$ cat src/rtl/game_controller_pmod_pkg.sv
// Shared definitions for the gaming-PMOD serial link: FSM states,
// SNES button bit positions and the default frame width.
package game_controller_pmod_pkg;

  localparam int DEFAULT_BIT_WIDTH = 12;

  // SNES controller bit positions within the frame word (MSB is sent first)
  localparam int B_IDX      = 11;
  localparam int Y_IDX      = 10;
  localparam int SELECT_IDX = 9;
  localparam int START_IDX  = 8;
  localparam int UP_IDX     = 7;
  localparam int DOWN_IDX   = 6;
  localparam int LEFT_IDX   = 5;
  localparam int RIGHT_IDX  = 4;
  localparam int A_IDX      = 3;
  localparam int X_IDX      = 2;
  localparam int L_IDX      = 1;
  localparam int R_IDX      = 0;

  typedef enum logic [2:0] {
    IDLE,
    SHIFT_HI,
    SHIFT_LO,
    LATCH,
    GAP
  } state_e;

  // Larger of two integers, used to size the shared down-counter
  function automatic int maxInt(input int a, input int b);
    return (a > b) ? a : b;
  endfunction

endpackage

$ cat src/rtl/game_controller_pmod_emitter.sv
// Transmit side of the gaming-PMOD link: snapshots the button word at frame
// start and shifts it out MSB first on pmod_data/pmod_clk, then strobes
// pmod_latch. All outputs are registered so the receiver never sees glitches.
module game_controller_pmod_emitter
  import game_controller_pmod_pkg::*;
#(
  parameter int BIT_WIDTH   = DEFAULT_BIT_WIDTH,
  parameter int HALF_PERIOD = 4,
  parameter int FRAME_GAP   = 64
) (
  input  logic                 clk,
  input  logic                 reset,
  input  logic [BIT_WIDTH-1:0] buttons,
  input  logic                 enable,
  output logic                 pmod_data,
  output logic                 pmod_clk,
  output logic                 pmod_latch,
  output logic                 busy,
  output logic                 frame_done
);

  localparam int TimerW = $clog2(maxInt(2 * HALF_PERIOD, FRAME_GAP) + 1);
  localparam int CntW   = $clog2(BIT_WIDTH + 1);

  // Reload values are one less than the hold length because the state is
  // left on the cycle the counter reads zero.
  localparam logic [TimerW-1:0] HalfLoad  = TimerW'(HALF_PERIOD - 1);
  localparam logic [TimerW-1:0] LatchLoad = TimerW'(2 * HALF_PERIOD - 1);
  localparam logic [TimerW-1:0] GapLoad   = TimerW'(FRAME_GAP - 1);
  localparam logic [CntW-1:0]   LastBit   = CntW'(BIT_WIDTH - 1);

  state_e               state_q, state_d;
  logic [TimerW-1:0]    timer_q, timer_d;
  logic [BIT_WIDTH-1:0] shiftReg_q, shiftReg_d;
  logic [CntW-1:0]      bitCnt_q, bitCnt_d;
  logic                 data_q, data_d;
  logic                 sclk_q, sclk_d;
  logic                 latch_q, latch_d;
  logic                 done_q, done_d;

  // State, datapath and output registers; reset drops every line immediately
  always_ff @(posedge clk or posedge reset) begin
    if (reset) begin
      state_q    <= IDLE;
      timer_q    <= '0;
      shiftReg_q <= '0;
      bitCnt_q   <= '0;
      data_q     <= 1'b0;
      sclk_q     <= 1'b0;
      latch_q    <= 1'b0;
      done_q     <= 1'b0;
    end else begin
      state_q    <= state_d;
      timer_q    <= timer_d;
      shiftReg_q <= shiftReg_d;
      bitCnt_q   <= bitCnt_d;
      data_q     <= data_d;
      sclk_q     <= sclk_d;
      latch_q    <= latch_d;
      done_q     <= done_d;
    end
  end

  // Next-state logic: data only changes alongside a clock rise or on latch
  // entry, so it is stable a full half-period either side of every fall
  always_comb begin
    state_d    = state_q;
    timer_d    = timer_q;
    shiftReg_d = shiftReg_q;
    bitCnt_d   = bitCnt_q;
    data_d     = data_q;
    sclk_d     = sclk_q;
    latch_d    = latch_q;
    done_d     = 1'b0;

    unique case (state_q)
      IDLE: begin
        if (enable) begin
          shiftReg_d = buttons;
          bitCnt_d   = '0;
          data_d     = buttons[BIT_WIDTH-1];
          sclk_d     = 1'b1;
          timer_d    = HalfLoad;
          state_d    = SHIFT_HI;
        end
      end

      SHIFT_HI: begin
        if (timer_q == '0) begin
          sclk_d  = 1'b0;
          timer_d = HalfLoad;
          state_d = SHIFT_LO;
        end else begin
          timer_d = timer_q - 1'b1;
        end
      end

      SHIFT_LO: begin
        if (timer_q == '0) begin
          if (bitCnt_q == LastBit) begin
            latch_d = 1'b1;
            data_d  = 1'b0;
            timer_d = LatchLoad;
            state_d = LATCH;
          end else begin
            shiftReg_d = shiftReg_q << 1;
            bitCnt_d   = bitCnt_q + 1'b1;
            data_d     = shiftReg_q[BIT_WIDTH-2];
            sclk_d     = 1'b1;
            timer_d    = HalfLoad;
            state_d    = SHIFT_HI;
          end
        end else begin
          timer_d = timer_q - 1'b1;
        end
      end

      LATCH: begin
        if (timer_q == '0) begin
          latch_d = 1'b0;
          done_d  = 1'b1;
          timer_d = GapLoad;
          state_d = GAP;
        end else begin
          timer_d = timer_q - 1'b1;
        end
      end

      GAP: begin
        if (timer_q == '0) begin
          state_d = IDLE;
        end else begin
          timer_d = timer_q - 1'b1;
        end
      end

      default: state_d = IDLE;
    endcase
  end

  assign pmod_data  = data_q;
  assign pmod_clk   = sclk_q;
  assign pmod_latch = latch_q;
  assign frame_done = done_q;
  assign busy       = (state_q != IDLE);

endmodule
$ cat config.mk
export PLATFORM = sky130hd
export DESIGN_NAME = game_controller_pmod_emitter
export DESIGN_NICKNAME = d
export VERILOG_FILES = /design/src/rtl/game_controller_pmod_pkg.sv /design/src/rtl/game_controller_pmod_emitter.sv
export SDC_FILE = /design/constraint.sdc
export NUM_CORES = 1
export LEC_CHECK = 0
export ABC_AREA = 1
export CAP_MARGIN = 15
export CORE_MARGIN = 2
export CORE_UTILIZATION = 55
export CTS_CLUSTER_SIZE = 25
export DETAILED_ROUTE_END_ITERATION = 8
export GPL_ROUTABILITY_DRIVEN = 0
export PLACE_DENSITY_LB_ADDON = 0.3
export SYNTH_ARGS = -nofsm -noshare
export SYNTH_HDL_FRONTEND = slang
export SYNTH_SLANG_ARGS = --single-unit
$ cat constraint.sdc
create_clock -name clk -period 2 [get_ports clk]
set_clock_uncertainty 0.15 [all_clocks]
set_input_delay 0.2 -clock clk [delete_from_list [all_inputs] [get_ports clk]]
set_output_delay 0.2 -clock clk [all_outputs]
set_load 0.005 [all_outputs]
After elaboration in Yosys (flattened, before gate mapping)
Cells that the tools add are included.
{ "word_totals": {"regBits": 29, "out_inout_bits": 5, "word_cells": 72, "in_bits": 15} }
{ "classes": {"reduce_logical": 13, "mux": 36, "eq_ne": 13, "add_sub_neg": 2} }
{ "op_table": {"columns": ["op", "n"], "rows": [
  ["two-way mux 7 bit", 5],
  ["one-hot mux 7 bit (5 select lines)", 1],
  ["two-way mux 11 bit", 3],
  ["one-hot mux 11 bit (2 select lines)", 1],
  ["two-way mux 3 bit", 6],
  ["!= test 2 bit (second input constant)", 8],
  ["one-hot mux 3 bit (5 select lines)", 1],
  ["two-way mux 4 bit", 3],
  ["two-way mux 1 bit", 11],
  ["AND reduction 5 bit", 2],
  ["one-hot mux 4 bit (2 select lines)", 1],
  ["AND reduction 4 bit", 2],
  ["logical NOT 7 bit", 1],
  ["subtractor 7 x 1 -> 7 bit (second input constant)", 1],
  ["equality test 3 x 2 -> 1 bit (second input constant)", 2],
  ["AND reduction 3 bit", 2],
  ["nonzero test 3 bit", 2],
  ["nonzero test 5 bit", 1],
  ["adder 4 x 1 -> 4 bit (second input constant)", 1],
  ["equality test 4 bit (second input constant)", 1],
  ["one-hot mux 1 bit (2 select lines)", 2],
  ["nonzero test 2 bit", 2],
  ["equality test 3 x 1 -> 1 bit (second input constant)", 1],
  ["equality test 3 bit (second input constant)", 1],
  ["3 further kinds", 3]
]} }

Longest topological paths before layout
{ "logic_depth": {"ltp_word": 4, "ltp_mapped": 11, "depth_no_buf": 11} }

Worst setup path before layout
OpenSTA, ideal clock, no wires.
{ "synth_path": {"path_type": "reg-to-reg", "start": "register timer_q[0]", "end": "register bitCnt_q[3]", "setup_ps": 119, "required_ps": 1731, "period_less_slack_ps": 1642, "arrival_ps": 1373, "path_slack_ps": 358, "stages_incl_launch_ff": 11, "path_buffers": 1, "path_cell_list": "dfrtp_1 > inv_1 > ha_1 > inv_1 > nor2_1 > nand3_2 > a21oi_2 > nand2_2 > buf_6 > nand2_1 > o21ai_2"} }
{ "synth_via": {"elab_chain_cells": 3} }
{ "synth_rtl": {"columns": ["item", "line", "text"], "rows": [
  ["start, declared", "game_controller_pmod_emitter.sv:33", "logic [TimerW-1:0] timer_q, timer_d;"],
  ["start signal, assigned", "game_controller_pmod_emitter.sv:54", "timer_q <= timer_d;"],
  ["logical NOT 7 bit", "game_controller_pmod_emitter.sv:99", "if (timer_q == '0) begin"],
  ["!= test 2 bit (no source line)", null, null],
  ["AND reduction 4 bit (no source line)", null, null],
  ["end signal, assigned", "game_controller_pmod_emitter.sv:56", "bitCnt_q <= bitCnt_d;"],
  ["end, declared", "game_controller_pmod_emitter.sv:35", "logic [CntW-1:0] bitCnt_q, bitCnt_d;"]
]} }
No other way between the ends.
A chain may end at the register's enable or synchronous reset.

Worst setup path after layout
{ "layout_path": {"start": "register state_q[2]", "end": "output busy"} }
{ "layout_via": {"elab_chain_cells": 1} }
{ "layout_rtl": {"columns": ["item", "line", "text"], "rows": [
  ["start, declared", "game_controller_pmod_emitter.sv:32", "state_e state_q, state_d;"],
  ["start signal, assigned", "game_controller_pmod_emitter.sv:53", "state_q <= state_d;"],
  ["nonzero test 3 bit", "game_controller_pmod_emitter.sv:145", "assign busy = (state_q != IDLE);"],
  ["end, declared", "game_controller_pmod_emitter.sv:18", "output logic busy,"]
]} }
No other way between the ends.

==> flow_metrics.tcl <==
set metrics [dict create \
    synth.top_cell.area_share_pct 44.07 \
    design_area_mm2 0.001932 \
    maxCapViolCount 0 \
    synth_top_flop_cell "dfrtp_1" \
    core_area_mm2 0.002805 \
    met2_length_um 1649 \
    final_nets 245 \
    clockRootBuffer "clkbuf_4" \
    top_layer "met4" \
    min_period_ns 1.927 \
    rows 19 \
    fmax_mhz 518.9 \
    cts_hold_buffers 0 \
    vias 1384 \
    path_max_fanout 6 \
    cts_max_path_buffers 2 \
    cts_sinks 29 \
    dr_wl_met3_um 159 \
    synthArstFlopShare_pct 100.0 \
    postCtsSetupBuffers 0 \
    startpoint_type "register" \
    die_area_mm2 0.003447 \
    port_buffers 19 \
    drt_iter0_drc 71 \
    p_per_area_mw_per_mm2 1502 \
    drtAntennaViolNets 0 \
    n_antenna_cell 0 \
    end_kind "output port" \
    grt_pass1_vias 1383 \
    synth-edff-count 0 \
    leakage_nw 1.030 \
    post_cts_resized 0 \
    antenna_found_initial 0 \
    clock_latency_ns 0.33 \
    ys_seq_area_share_pct 44.07 \
    setup_ws_ns 0.07276 \
    yosysTopAreaCell "dfrtp_1" \
    htreeDepth 2 \
    synth_area_mm2 0.001647 \
    cp_cell_sequence "nor2_4 > nand2_1 > clkdlybuf4s50_1" \
    tritoncts "done" \
    dpl_worst_slack_ns 0.2687 \
    worstMarginPinSlew_ns 0.3690 \
    first_pass_iters 4 \
    wl_per_cell_um 12.53 \
    grt-ovfl-total 0 \
    fin_crit_sh_pct 96.36 \
    hp-class "input port to asynchronous set/reset pin" \
    final-hold-violation-count 0 \
    maxSlewHeadroom_pct 75.40 \
    grt_max_degree 30 \
    post_dp_cell_area_mm2 0.001877 \
    finalSetupViolCount 0 \
    initial_core_util_pct 58.70 \
    critPathSlowestCell "clkdlybuf4s50_1" \
    nFillCells 237 \
    cts_inserted_buffers 5 \
    die_w_um 58.72 \
    synth_warnings 0 \
    syn_to_final_growth_pct 17.33 \
    crit_type "register to output port" \
    hpwl_um 2417 \
    status "complete, no violations" \
    peakVddDrop_v 0.0008236 \
    cp.arrival_ns 1.58 \
    drive_gt1_share_pct 14.10 \
    synth_area_leaders "dfrtp_1 44%, nand2_1 16%, mux2i_1 6.1%" \
    rsz0062_at_grt "no" \
    r2r_slack_ns 0.24 \
    met1_length_um 1380 \
    syn_nets 219 \
    critPathMaxStageDelay_ns 0.52 \
    ys_types 27 \
    netlist_instances 201 \
    tns_ns 0 \
    worstPathRequired_ns 1.65 \
    grt_first_pass_wirelength_um 5692 \
    syn_area_per_cell_um2 8.192 \
    grt_usage_pct 22.28 \
    io_pins 20 \
    drc 0 \
    routed_wl_um 3232 \
    clkSlewWorstSetupHoldPaths_ns 0.09 \
    routed_via_density 5.364 \
    ys_seq_elements 29 \
    die_h_um 58.72 \
    report.final.slew_viol_count 0 \
]
cells in the final DEF (no fill, tap or decap), drive strengths merged:
master / instances
nand2: 73
clkdlybuf4s50: 19
buf: 4
o21ai: 22
or2: 3
xnor2: 2
nand4: 1
clkbuf: 7
mux2i: 10
xor2: 2
ha: 3
inv: 19
nand3b: 1
dfrtp: 29
a22o: 1
a21oi: 4
nor2: 14
nand3: 13
path summary, 6_finish.rpt:
kind	start	endpoint	cells after the start
max	state_q[2]$_DFFE_PP0P_	busy	3
min	reset	timer_q[2]$_DFFE_PP0P_	3
max reg2reg	timer_q[1]$_DFFE_PP0P_	shiftReg_q[7]$_DFFE_PP0P_	10
min reg2reg	pmod_data$_DFFE_PP0P_	pmod_data$_DFFE_PP0P_	2
max in group asynchronous	reset	bitCnt_q[3]$_DFFE_PP0P_	3
min in group clk	buttons[0]	shiftReg_q[0]$_DFFE_PP0P_	3
logic make-up after synthesis:
family	Yosys count	share of synthesized area (%)
adder cells (fa/ha/maj)	3	2.280
flip-flops	29	44.07
AND/OR/NAND/NOR	105	27.28
buffers and inverters	23	6.991
XOR/XNOR	4	2.128
multiplexers	10	6.079
AO/OA/AOI/OAI	27	11.17
layer usage:
metal  up-vias  track usage (%)
met1       643            24.82
met5         -                0
met2        37            38.68
met3         6            8.132
li1        698                -
met4         0            8.766
worst max-delay path: cells and delay by family, from the launching register on:
kind | cells | cell delay (ns)
buf+inv | 1 | 0.52
flops | 1 | 0.50
simple gates | 2 | 0.22
registers in the layout (all words and copies together), names as in the netlist:
signal and cells:
shiftReg_q 11, timer_q 7, bitCnt_q 4, state_q 3
frame_done 1, pmod_clk 1, pmod_data 1, pmod_latch 1
through the flow:
stage          utilization (%)  instances  power [mW]  hold WS [ns]
2_1_floorplan                -        201       2.197        0.1281
3_3_place_gp             66.90        251       2.470        0.3025
3_5_place_dp             66.90        251       2.546        0.3152
4_1_cts                  68.87        258       2.918       0.09795
5_1_grt                  68.87        258       3.185        0.1074
6_report                 68.87        258       2.903       0.08765
cell usage after synthesis (all sizes together) (2+ instances only):
cell type,n
a21oi,4
buf,4
dfrtp,29
ha,3
inv,19
mux2i,10
nand2,73
nand3,13
nor2,14
o21ai,22
or2,3
xnor2,2
xor2,2
report_power, final:
group	total (mW)	switching (mW)	internal (mW)
Combinational	1.55	0.922	0.631
Sequential	0.983	0.168	0.815
Clock	0.367	0.201	0.166
layout make-up:
type / instances / area [um2] / share of cell area (%)
inverter: 19 / 73.82 / 3.821
sequential: 29 / 725.7 / 37.56
multi-input combinational: 149 / 805.8 / 41.71
tap: 31 / 38.79 / 2.008
timing repair buffer: 23 / 232.7 / 12.05
clock buffer: 7 / 55.05 / 2.850
Note: power is estimated with default switching activity, not from simulation.
